--- config.mk ---
export PLATFORM = sky130hd
export DESIGN_NAME = hal_fetch_flat
export DESIGN_NICKNAME = d
export VERILOG_FILES = /design/src/rtl/hal_pkg.sv /design/src/rtl/hal_fetch_if.sv /design/src/rtl/hal_fetch_queue.sv /design/src/rtl/hal_fetch.sv /design/src/flat_wrapper.sv
export SDC_FILE = /design/constraint.sdc
export NUM_CORES = 1
export LEC_CHECK = 0
export ABC_AREA = 1
export CAP_MARGIN = 0
export CORE_UTILIZATION = 40
export DETAILED_ROUTE_END_ITERATION = 8
export PLACE_DENSITY = 0.62
export SYNTH_ARGS = -nofsm -noshare
export SYNTH_HDL_FRONTEND = slang
export SYNTH_SLANG_ARGS = --single-unit
--- constraint.sdc ---
create_clock -name clk -period 4 [get_ports clk]
set_clock_uncertainty 0.05 [all_clocks]
set_input_delay 1 -clock clk [delete_from_list [all_inputs] [get_ports clk]]
set_output_delay 1 -clock clk [all_outputs]
set_load 0.02 [all_outputs]
--- src/rtl/hal_pkg.sv ---
// -----------------------------------------------------------------------------
// hal_pkg: shared types and constants for the HAL CPU front end.
//   PC_W, INSTR_W   : program counter and instruction widths
//   fetch_entry_t   : {pc, instr} pair carried from fetch to decode
//   opcode_e        : major opcode field instr[15:13] (used by decode)
// -----------------------------------------------------------------------------
package hal_pkg;

    localparam int unsigned PC_W    = 13;
    localparam int unsigned INSTR_W = 16;

    typedef struct packed {
        logic [PC_W-1:0]    pc;
        logic [INSTR_W-1:0] instr;
    } fetch_entry_t;

    // SUB occupies two encodings; the low opcode bit is free for decode to use.
    typedef enum logic [2:0] {
        OP_JMP     = 3'b000,
        OP_JREL    = 3'b001,
        OP_LDA     = 3'b010,
        OP_STO     = 3'b011,
        OP_SUB     = 3'b100,
        OP_SUB_ALT = 3'b101,
        OP_ADD     = 3'b110,
        OP_RSVD    = 3'b111
    } opcode_e;

    function automatic opcode_e get_opcode(input logic [INSTR_W-1:0] instr);
        return opcode_e'(instr[INSTR_W-1 -: 3]);
    endfunction

    function automatic logic is_sub(input opcode_e op);
        return (op == OP_SUB) || (op == OP_SUB_ALT);
    endfunction

endpackage

--- src/rtl/hal_fetch_if.sv ---
// -----------------------------------------------------------------------------
// hal_fetch_if: fetch -> decode valid/ready channel.
//   out_valid : head entry is valid           (fetch -> decode)
//   out_ready : decode accepts the head entry (decode -> fetch)
//   out_instr : head instruction              (fetch -> decode)
//   out_pc    : address of head instruction   (fetch -> decode)
// master = fetch side, slave = decode side.
// -----------------------------------------------------------------------------
interface hal_fetch_if;
    import hal_pkg::*;

    logic               out_valid;
    logic               out_ready;
    logic [INSTR_W-1:0] out_instr;
    logic [PC_W-1:0]    out_pc;

    modport master (
        output out_valid,
        output out_instr,
        output out_pc,
        input  out_ready
    );

    modport slave (
        input  out_valid,
        input  out_instr,
        input  out_pc,
        output out_ready
    );

endinterface

--- src/rtl/hal_fetch_queue.sv ---
// -----------------------------------------------------------------------------
// hal_fetch_queue: Q_DEPTH-entry circular FIFO of fetch_entry_t.
//   clk, reset : clock, synchronous active-high reset
//   push       : enqueue wdata (caller guarantees room, counting a same-cycle pop)
//   pop        : drop the head entry (caller guarantees count != 0)
//   flush      : discard all entries; overrides push and pop
//   wdata      : entry to enqueue
//   count      : number of valid entries
//   head       : oldest entry (registered storage, meaningful when count != 0)
// -----------------------------------------------------------------------------
module hal_fetch_queue
    import hal_pkg::*;
#(
    parameter int unsigned Q_DEPTH = 2
) (
    input  logic                           clk,
    input  logic                           reset,
    input  logic                           push,
    input  logic                           pop,
    input  logic                           flush,
    input  fetch_entry_t                   wdata,
    output logic [$clog2(Q_DEPTH+1)-1:0]   count,
    output fetch_entry_t                   head
);

    localparam int unsigned CNT_W = $clog2(Q_DEPTH + 1);
    localparam int unsigned PTR_W = (Q_DEPTH > 1) ? $clog2(Q_DEPTH) : 1;

    fetch_entry_t     mem_q [Q_DEPTH];
    logic [PTR_W-1:0] wr_ptr_q, wr_ptr_d;
    logic [PTR_W-1:0] rd_ptr_q, rd_ptr_d;
    logic [CNT_W-1:0] count_q, count_d;

    // Explicit wrap so non-power-of-two depths work too.
    function automatic logic [PTR_W-1:0] ptr_inc(input logic [PTR_W-1:0] p);
        return (p == PTR_W'(Q_DEPTH - 1)) ? '0 : p + PTR_W'(1);
    endfunction

    always_comb begin
        wr_ptr_d = wr_ptr_q;
        rd_ptr_d = rd_ptr_q;
        count_d  = count_q;
        if (flush) begin
            wr_ptr_d = '0;
            rd_ptr_d = '0;
            count_d  = '0;
        end else begin
            if (push) wr_ptr_d = ptr_inc(wr_ptr_q);
            if (pop)  rd_ptr_d = ptr_inc(rd_ptr_q);
            case ({push, pop})
                2'b10:   count_d = count_q + CNT_W'(1);
                2'b01:   count_d = count_q - CNT_W'(1);
                default: count_d = count_q;
            endcase
        end
    end

    always_ff @(posedge clk) begin
        if (reset) begin
            wr_ptr_q <= '0;
            rd_ptr_q <= '0;
            count_q  <= '0;
        end else begin
            wr_ptr_q <= wr_ptr_d;
            rd_ptr_q <= rd_ptr_d;
            count_q  <= count_d;
        end
    end

    // Payload storage carries no reset; validity lives in count_q.
    always_ff @(posedge clk) begin
        if (push && !flush && !reset) begin
            mem_q[wr_ptr_q] <= wdata;
        end
    end

    assign count = count_q;
    assign head  = mem_q[rd_ptr_q];

endmodule

--- src/rtl/hal_fetch.sv ---
// -----------------------------------------------------------------------------
// hal_fetch: instruction fetch stage of the HAL CPU.
//   clk, reset     : clock, synchronous active-high reset (highest priority)
//   redirect_valid : execute requests a PC change; flushes the fetch queue
//   redirect_pc    : new absolute fetch address (taken modulo IMEM_DEPTH)
//   imem_we        : instruction memory write enable (program load)
//   imem_waddr     : instruction memory write address
//   imem_wdata     : instruction memory write data
//   out_if         : {pc, instr} valid/ready channel to decode (master side)
//   pc             : next address to be fetched
// Owns the fetch PC and the instruction memory; buffering is in hal_fetch_queue.
// -----------------------------------------------------------------------------
module hal_fetch
    import hal_pkg::*;
#(
    parameter int unsigned IMEM_DEPTH = 8,
    parameter int unsigned Q_DEPTH    = 2
) (
    input  logic                          clk,
    input  logic                          reset,
    input  logic                          redirect_valid,
    input  logic [PC_W-1:0]               redirect_pc,
    input  logic                          imem_we,
    input  logic [$clog2(IMEM_DEPTH)-1:0] imem_waddr,
    input  logic [INSTR_W-1:0]            imem_wdata,
    hal_fetch_if.master                   out_if,
    output logic [PC_W-1:0]               pc
);

    localparam int unsigned AW    = $clog2(IMEM_DEPTH);
    localparam int unsigned CNT_W = $clog2(Q_DEPTH + 1);

    logic [PC_W-1:0]    pc_q, pc_d;
    logic [INSTR_W-1:0] imem_q [IMEM_DEPTH];

    logic [AW-1:0]      rd_addr;
    logic [AW-1:0]      rd_addr_inc;
    logic [INSTR_W-1:0] fetch_instr;
    logic [CNT_W-1:0]   count;
    fetch_entry_t       head;
    fetch_entry_t       push_entry;
    logic               out_valid;
    logic               push;
    logic               pop;

    // Upper redirect bits are discarded by the modulo-IMEM_DEPTH mapping.
    logic unused_redirect_hi;
    assign unused_redirect_hi = ^(redirect_pc >> AW);

    // pc_q never leaves [0, IMEM_DEPTH), so its low bits are the memory index.
    assign rd_addr     = pc_q[AW-1:0];
    assign rd_addr_inc = rd_addr + AW'(1);
    assign fetch_instr = imem_q[rd_addr];

    // out_valid depends only on registered count, never on out_ready.
    assign out_valid = (count != '0);
    assign pop       = out_valid && out_if.out_ready;
    assign push      = !redirect_valid && ((count < CNT_W'(Q_DEPTH)) || pop);

    assign push_entry = '{pc: pc_q, instr: fetch_instr};

    always_comb begin
        pc_d = pc_q;
        if (redirect_valid) begin
            pc_d = PC_W'(redirect_pc[AW-1:0]);
        end else if (push) begin
            pc_d = PC_W'(rd_addr_inc);
        end
    end

    always_ff @(posedge clk) begin
        if (reset) begin
            pc_q <= '0;
        end else begin
            pc_q <= pc_d;
        end
    end

    // Read is combinational from the pre-edge contents, so a same-address
    // write during a fetch enqueues the old word.
    always_ff @(posedge clk) begin
        if (imem_we && !reset) begin
            imem_q[imem_waddr] <= imem_wdata;
        end
    end

    hal_fetch_queue #(
        .Q_DEPTH (Q_DEPTH)
    ) u_queue (
        .clk   (clk),
        .reset (reset),
        .push  (push),
        .pop   (pop),
        .flush (redirect_valid),
        .wdata (push_entry),
        .count (count),
        .head  (head)
    );

    assign out_if.out_valid = out_valid;
    assign out_if.out_instr = head.instr;
    assign out_if.out_pc    = head.pc;
    assign pc               = pc_q;

endmodule

--- src/flat_wrapper.sv ---
// flat-port wrapper written by rule: the top's interface ports become plain ports
module hal_fetch_flat import hal_pkg::*;
#(
    parameter int unsigned IMEM_DEPTH = 8,
    parameter int unsigned Q_DEPTH    = 2
)
  (clk, reset, redirect_valid, redirect_pc, imem_we, imem_waddr, imem_wdata, pc, out_if_out_valid, out_if_out_instr, out_if_out_pc, out_if_out_ready);
  hal_fetch_if out_if_i ();
  input  logic clk;
  input  logic reset;
  input  logic redirect_valid;
  input  logic [PC_W-1:0] redirect_pc;
  input  logic imem_we;
  input  logic [$clog2(IMEM_DEPTH)-1:0] imem_waddr;
  input  logic [INSTR_W-1:0] imem_wdata;
  output logic [PC_W-1:0] pc;
  output wire logic [$bits(out_if_i.out_valid)-1:0] out_if_out_valid;
  output wire logic [$bits(out_if_i.out_instr)-1:0] out_if_out_instr;
  output wire logic [$bits(out_if_i.out_pc)-1:0] out_if_out_pc;
  input wire logic [$bits(out_if_i.out_ready)-1:0] out_if_out_ready;
  assign out_if_out_valid = out_if_i.out_valid;
  assign out_if_out_instr = out_if_i.out_instr;
  assign out_if_out_pc = out_if_i.out_pc;
  assign out_if_i.out_ready = out_if_out_ready;
  hal_fetch #(.IMEM_DEPTH(IMEM_DEPTH), .Q_DEPTH(Q_DEPTH)) u_core (.clk(clk), .reset(reset), .redirect_valid(redirect_valid), .redirect_pc(redirect_pc), .imem_we(imem_we), .imem_waddr(imem_waddr), .imem_wdata(imem_wdata), .out_if(out_if_i), .pc(pc));
endmodule
==> summary.md <==
| Metric | Value |
|---|---|
| Worst-path clk slew | 0.07 ns |
| Number of buffer and inverter instances along the worst setup path | 1 |
| CP max stage cell | sky130_fd_sc_hd__dfxtp_1 |
| Number of max-capacitance violations reported | 0 |
| Synth Flop Type | sky130_fd_sc_hd__edfxtp_1 |
| Worst hold slack after final layout | 0.4320 ns |
| CTS tree | done |
| Commonest cells after routing, fill and taps aside | sky130_fd_sc_hd__edfxtp_1, sky130_fd_sc_hd__nor2_1, sky130_fd_sc_hd__nand2_1 |
| Relative contribution of sequential cells to total power | 0.511 |
| Final core area utilization | 0.4851 |
| Setup bufs post-CTS | 0 |
| Count of endpoints failing hold in the final timing report | 0 |
| Final clock period utilization by the worst path | 0.8248 |
| Leading cell type in the layout, fill and taps excluded | sky130_fd_sc_hd__edfxtp_1 |
| Total number of placement rows | 48 |
| Total number of vias | 4287 |
| Power Density | 488.8 nW/um2 |
| EDFF count, synth | 166 |
| Total Die Area | 18620 um2 |
| Slowest stage delay, CP | 0.88 ns |
| Average via count per standard cell | 4.822 |
| Die X-Extent | 136.5 um |
| Register area share after synthesis | 0.7198 |
| Area growth from synthesis to layout | 17.25% |
| Cts repair resizes | 0 |
| Setup repair after global routing missed its margin | false |
| Total I/O pin count | 80 |
| Yosys top cell by area | sky130_fd_sc_hd__edfxtp_1 |
| IR Drop Worst-Case VDD | 0.3074 mV |
| Height of the die | 136.5 um |
| CP Data Arrival Time | 2.25 ns |
| Leading cell types by total area after synthesis | sky130_fd_sc_hd__edfxtp_1, sky130_fd_sc_hd__nor2_1, sky130_fd_sc_hd__nand2_1, sky130_fd_sc_hd__o21ai_1, sky130_fd_sc_hd__dfxtp_1 |
| CP cell instances | mux2_1 -> clkdlybuf4s50_1 |
| Half-perimeter wire length after placement | 7970 um |
| Synth warn | 0 |
| RD Place Congestion | 0.7593 |
| Worst slew margin relative to its limit | 0.4068 |
| Leakage dissipation | 3.095 nW |
| Maximum number of pins on one net before global-route repair | 65 |
| Residual overflow from global routing | 0 |
| Total detailed-routing wirelength | 13950 um |
| Nets@finish | 690 |
| Routed len/inst | 15.69 um |
| Net switching power of the design | 0.0009346 W |
| Gate count of the mapped netlist | 597 |
| Count of unresolved DRC violations after routing | 0 |
| Share of Yosys cell area claimed by the top area cell type | 0.6894 |
| Type of the worst setup path | register to output pin |
| Type of the worst min-delay path | register to register |
| Post-synthesis cell type count | 24 |
| Setup tns final | 0 ns |
| Share of synthesized flip-flops with an asynchronous set or reset | 0 |
| First-pass GRT wire length | 21530 um |
| Relative contribution of combinational cells to total power | 0.084 |
| CTS Buffer Depth | 2 |
| Vias in the first global route | 4095 |
| Crit start category | register |
| Effective utilization at floorplan | 0.4137 |
| Highest fanout seen on the critical path | 19 |
| Tightest Pin Transition | 0.8886 ns |
| Number of H-tree levels | 4 |
| Port Buffer Count | 49 |
| Max Fclk | 303.1 MHz |
| Initial antenna violation count | 0 |
| Total iterations of the first detailed-routing run | 4 |
| Post-layout minimum cycle time | 3.299 ns |
| Switching power share of the total | 0.2255 |
| Flops & latches, synth | 177 |
| Power Internal | 0.003209 W |
| Pins over their slew limit | 0 |
| Area of the core | 17480 um2 |
| Clock Power Share | 0.405 |
| Global-route usage over all layers | 0.1612 |
| Final setup violation count | 0 |
| Required time reported for the critical path endpoint | 2.95 ns |
| Clock Sinks | 177 |
| Drt first-iter violations | 241 |
| # hold bufs at CTS | 0 |
| Outcome | finished clean |
| DRT antenna net count | 0 |
| Inserted Clock Buffers | 17 |
| Netlist area before placement | 7231 um2 |
| Fraction of layout instances using a drive strength above 1 | 0.08133 |
| Mean area per synthesized cell | 12.11 um2 |
| Number of antenna diodes | 0 |
| Top cell family by delay on the critical path | flip-flops |
| Clock root buffer | sky130_fd_sc_hd__clkbuf_16 |
| Endpoint kind of the worst setup timing path | output pin |
| Clk Latency, worst-skew pair | 0.42 ns |
==> power by group through the flow <==
stage / Clock, W / Sequential, W / Combinational (W)
6_report: 0.00168 / 0.00212 / 0.000347
5_1_grt: 0.00178 / 0.00212 / 0.000390
4_1_cts: 0.00171 / 0.00212 / 0.000349
3_5_place_dp: 0 / 0.00216 / 0.000346
3_3_place_gp: 0 / 0.00216 / 0.000335
2_1_floorplan: 0 / 0.00214 / 0.000246
==> stage by stage <==
step                worst slack, ns  power, W  area, um2  std cells
detailed placement            1.105  0.002504       7849        857
floorplan                    0.9729  0.002389       7302        616
finish                       0.7008  0.004144       8478        889
CTS                          0.6354  0.004171       8478        889
global placement              1.086  0.002490       7849        857
global route                 0.5480  0.004287       8478        889
==> registers in the layout, summed over array words and instances, names as in the netlist, named ones only <==
register	cells
u_core.imem_q	128
u_core.pc	3
u_core.u_queue.count	2
u_core.u_queue.mem_q	38
u_core.u_queue.rd_ptr_q	1
u_core.u_queue.wr_ptr_q	1
==> final timing paths <==
path	from	to	slack (ns)	depth (start not counted)
worst min register to register	u_core.u_queue.rd_ptr_q	u_core.u_queue.rd_ptr_q	0.43	2
worst min-delay path	u_core.u_queue.rd_ptr_q	u_core.u_queue.rd_ptr_q	0.43	2
worst max-delay path	register	out_if_out_instr[5]	0.70	2
worst max register to register	register	u_core.u_queue.mem_q[1][8]	1.76	3
==> Yosys cell counts (4+ instances only) <==
library cell	count
sky130_fd_sc_hd__nand4_1	4
sky130_fd_sc_hd__nand2_1	101
sky130_fd_sc_hd__a21oi_1	5
sky130_fd_sc_hd__dfxtp_1	11
sky130_fd_sc_hd__buf_4	22
sky130_fd_sc_hd__o21ai_1	61
sky130_fd_sc_hd__mux2_1	19
sky130_fd_sc_hd__nor2_1	146
sky130_fd_sc_hd__inv_2	4
sky130_fd_sc_hd__edfxtp_1	166
sky130_fd_sc_hd__inv_1	16
sky130_fd_sc_hd__buf_6	7
sky130_fd_sc_hd__o21ai_0	5
sky130_fd_sc_hd__buf_2	17
==> kinds of logic after synthesis <==
logic type / count (synthesis) / share of synthesized area
fa+ha+maj: 2 / 0.003460
other cells: 1 / 0.0005186
simple gates: 258 / 0.1377
mux: 19 / 0.02959
buf+inv: 67 / 0.05641
flops: 177 / 0.7198
compound gates: 73 / 0.05243
==> routing by layer <==
layer | vias to the layer above | track usage | routed length [um]
met3 | 8 | 0.04773 | 762
met1 | 2059 | 0.1941 | 6007
met5 | - | 0 | 0
li1 | 2109 | - | -
met2 | 111 | 0.2704 | 7083
met4 | 0 | 0.06358 | 91
==> final cells by class <==
cell class,count,area (um2)
multi-input cells,372,1694
clock buffers,21,514.2
clock inverters,11,115.1
flip-flops and latches,177,5206
repair buffers,62,588.1
well taps,225,281.5
fillers,1482,8999
inverters,21,78.83
==> worst min-delay path: stages, from the launching register on <==
cell,delay [ns]
sky130_fd_sc_hd__dfxtp_1,0.30
sky130_fd_sc_hd__inv_1,0.07
sky130_fd_sc_hd__a21oi_1,0.06
(Power assumes the default switching activity.)
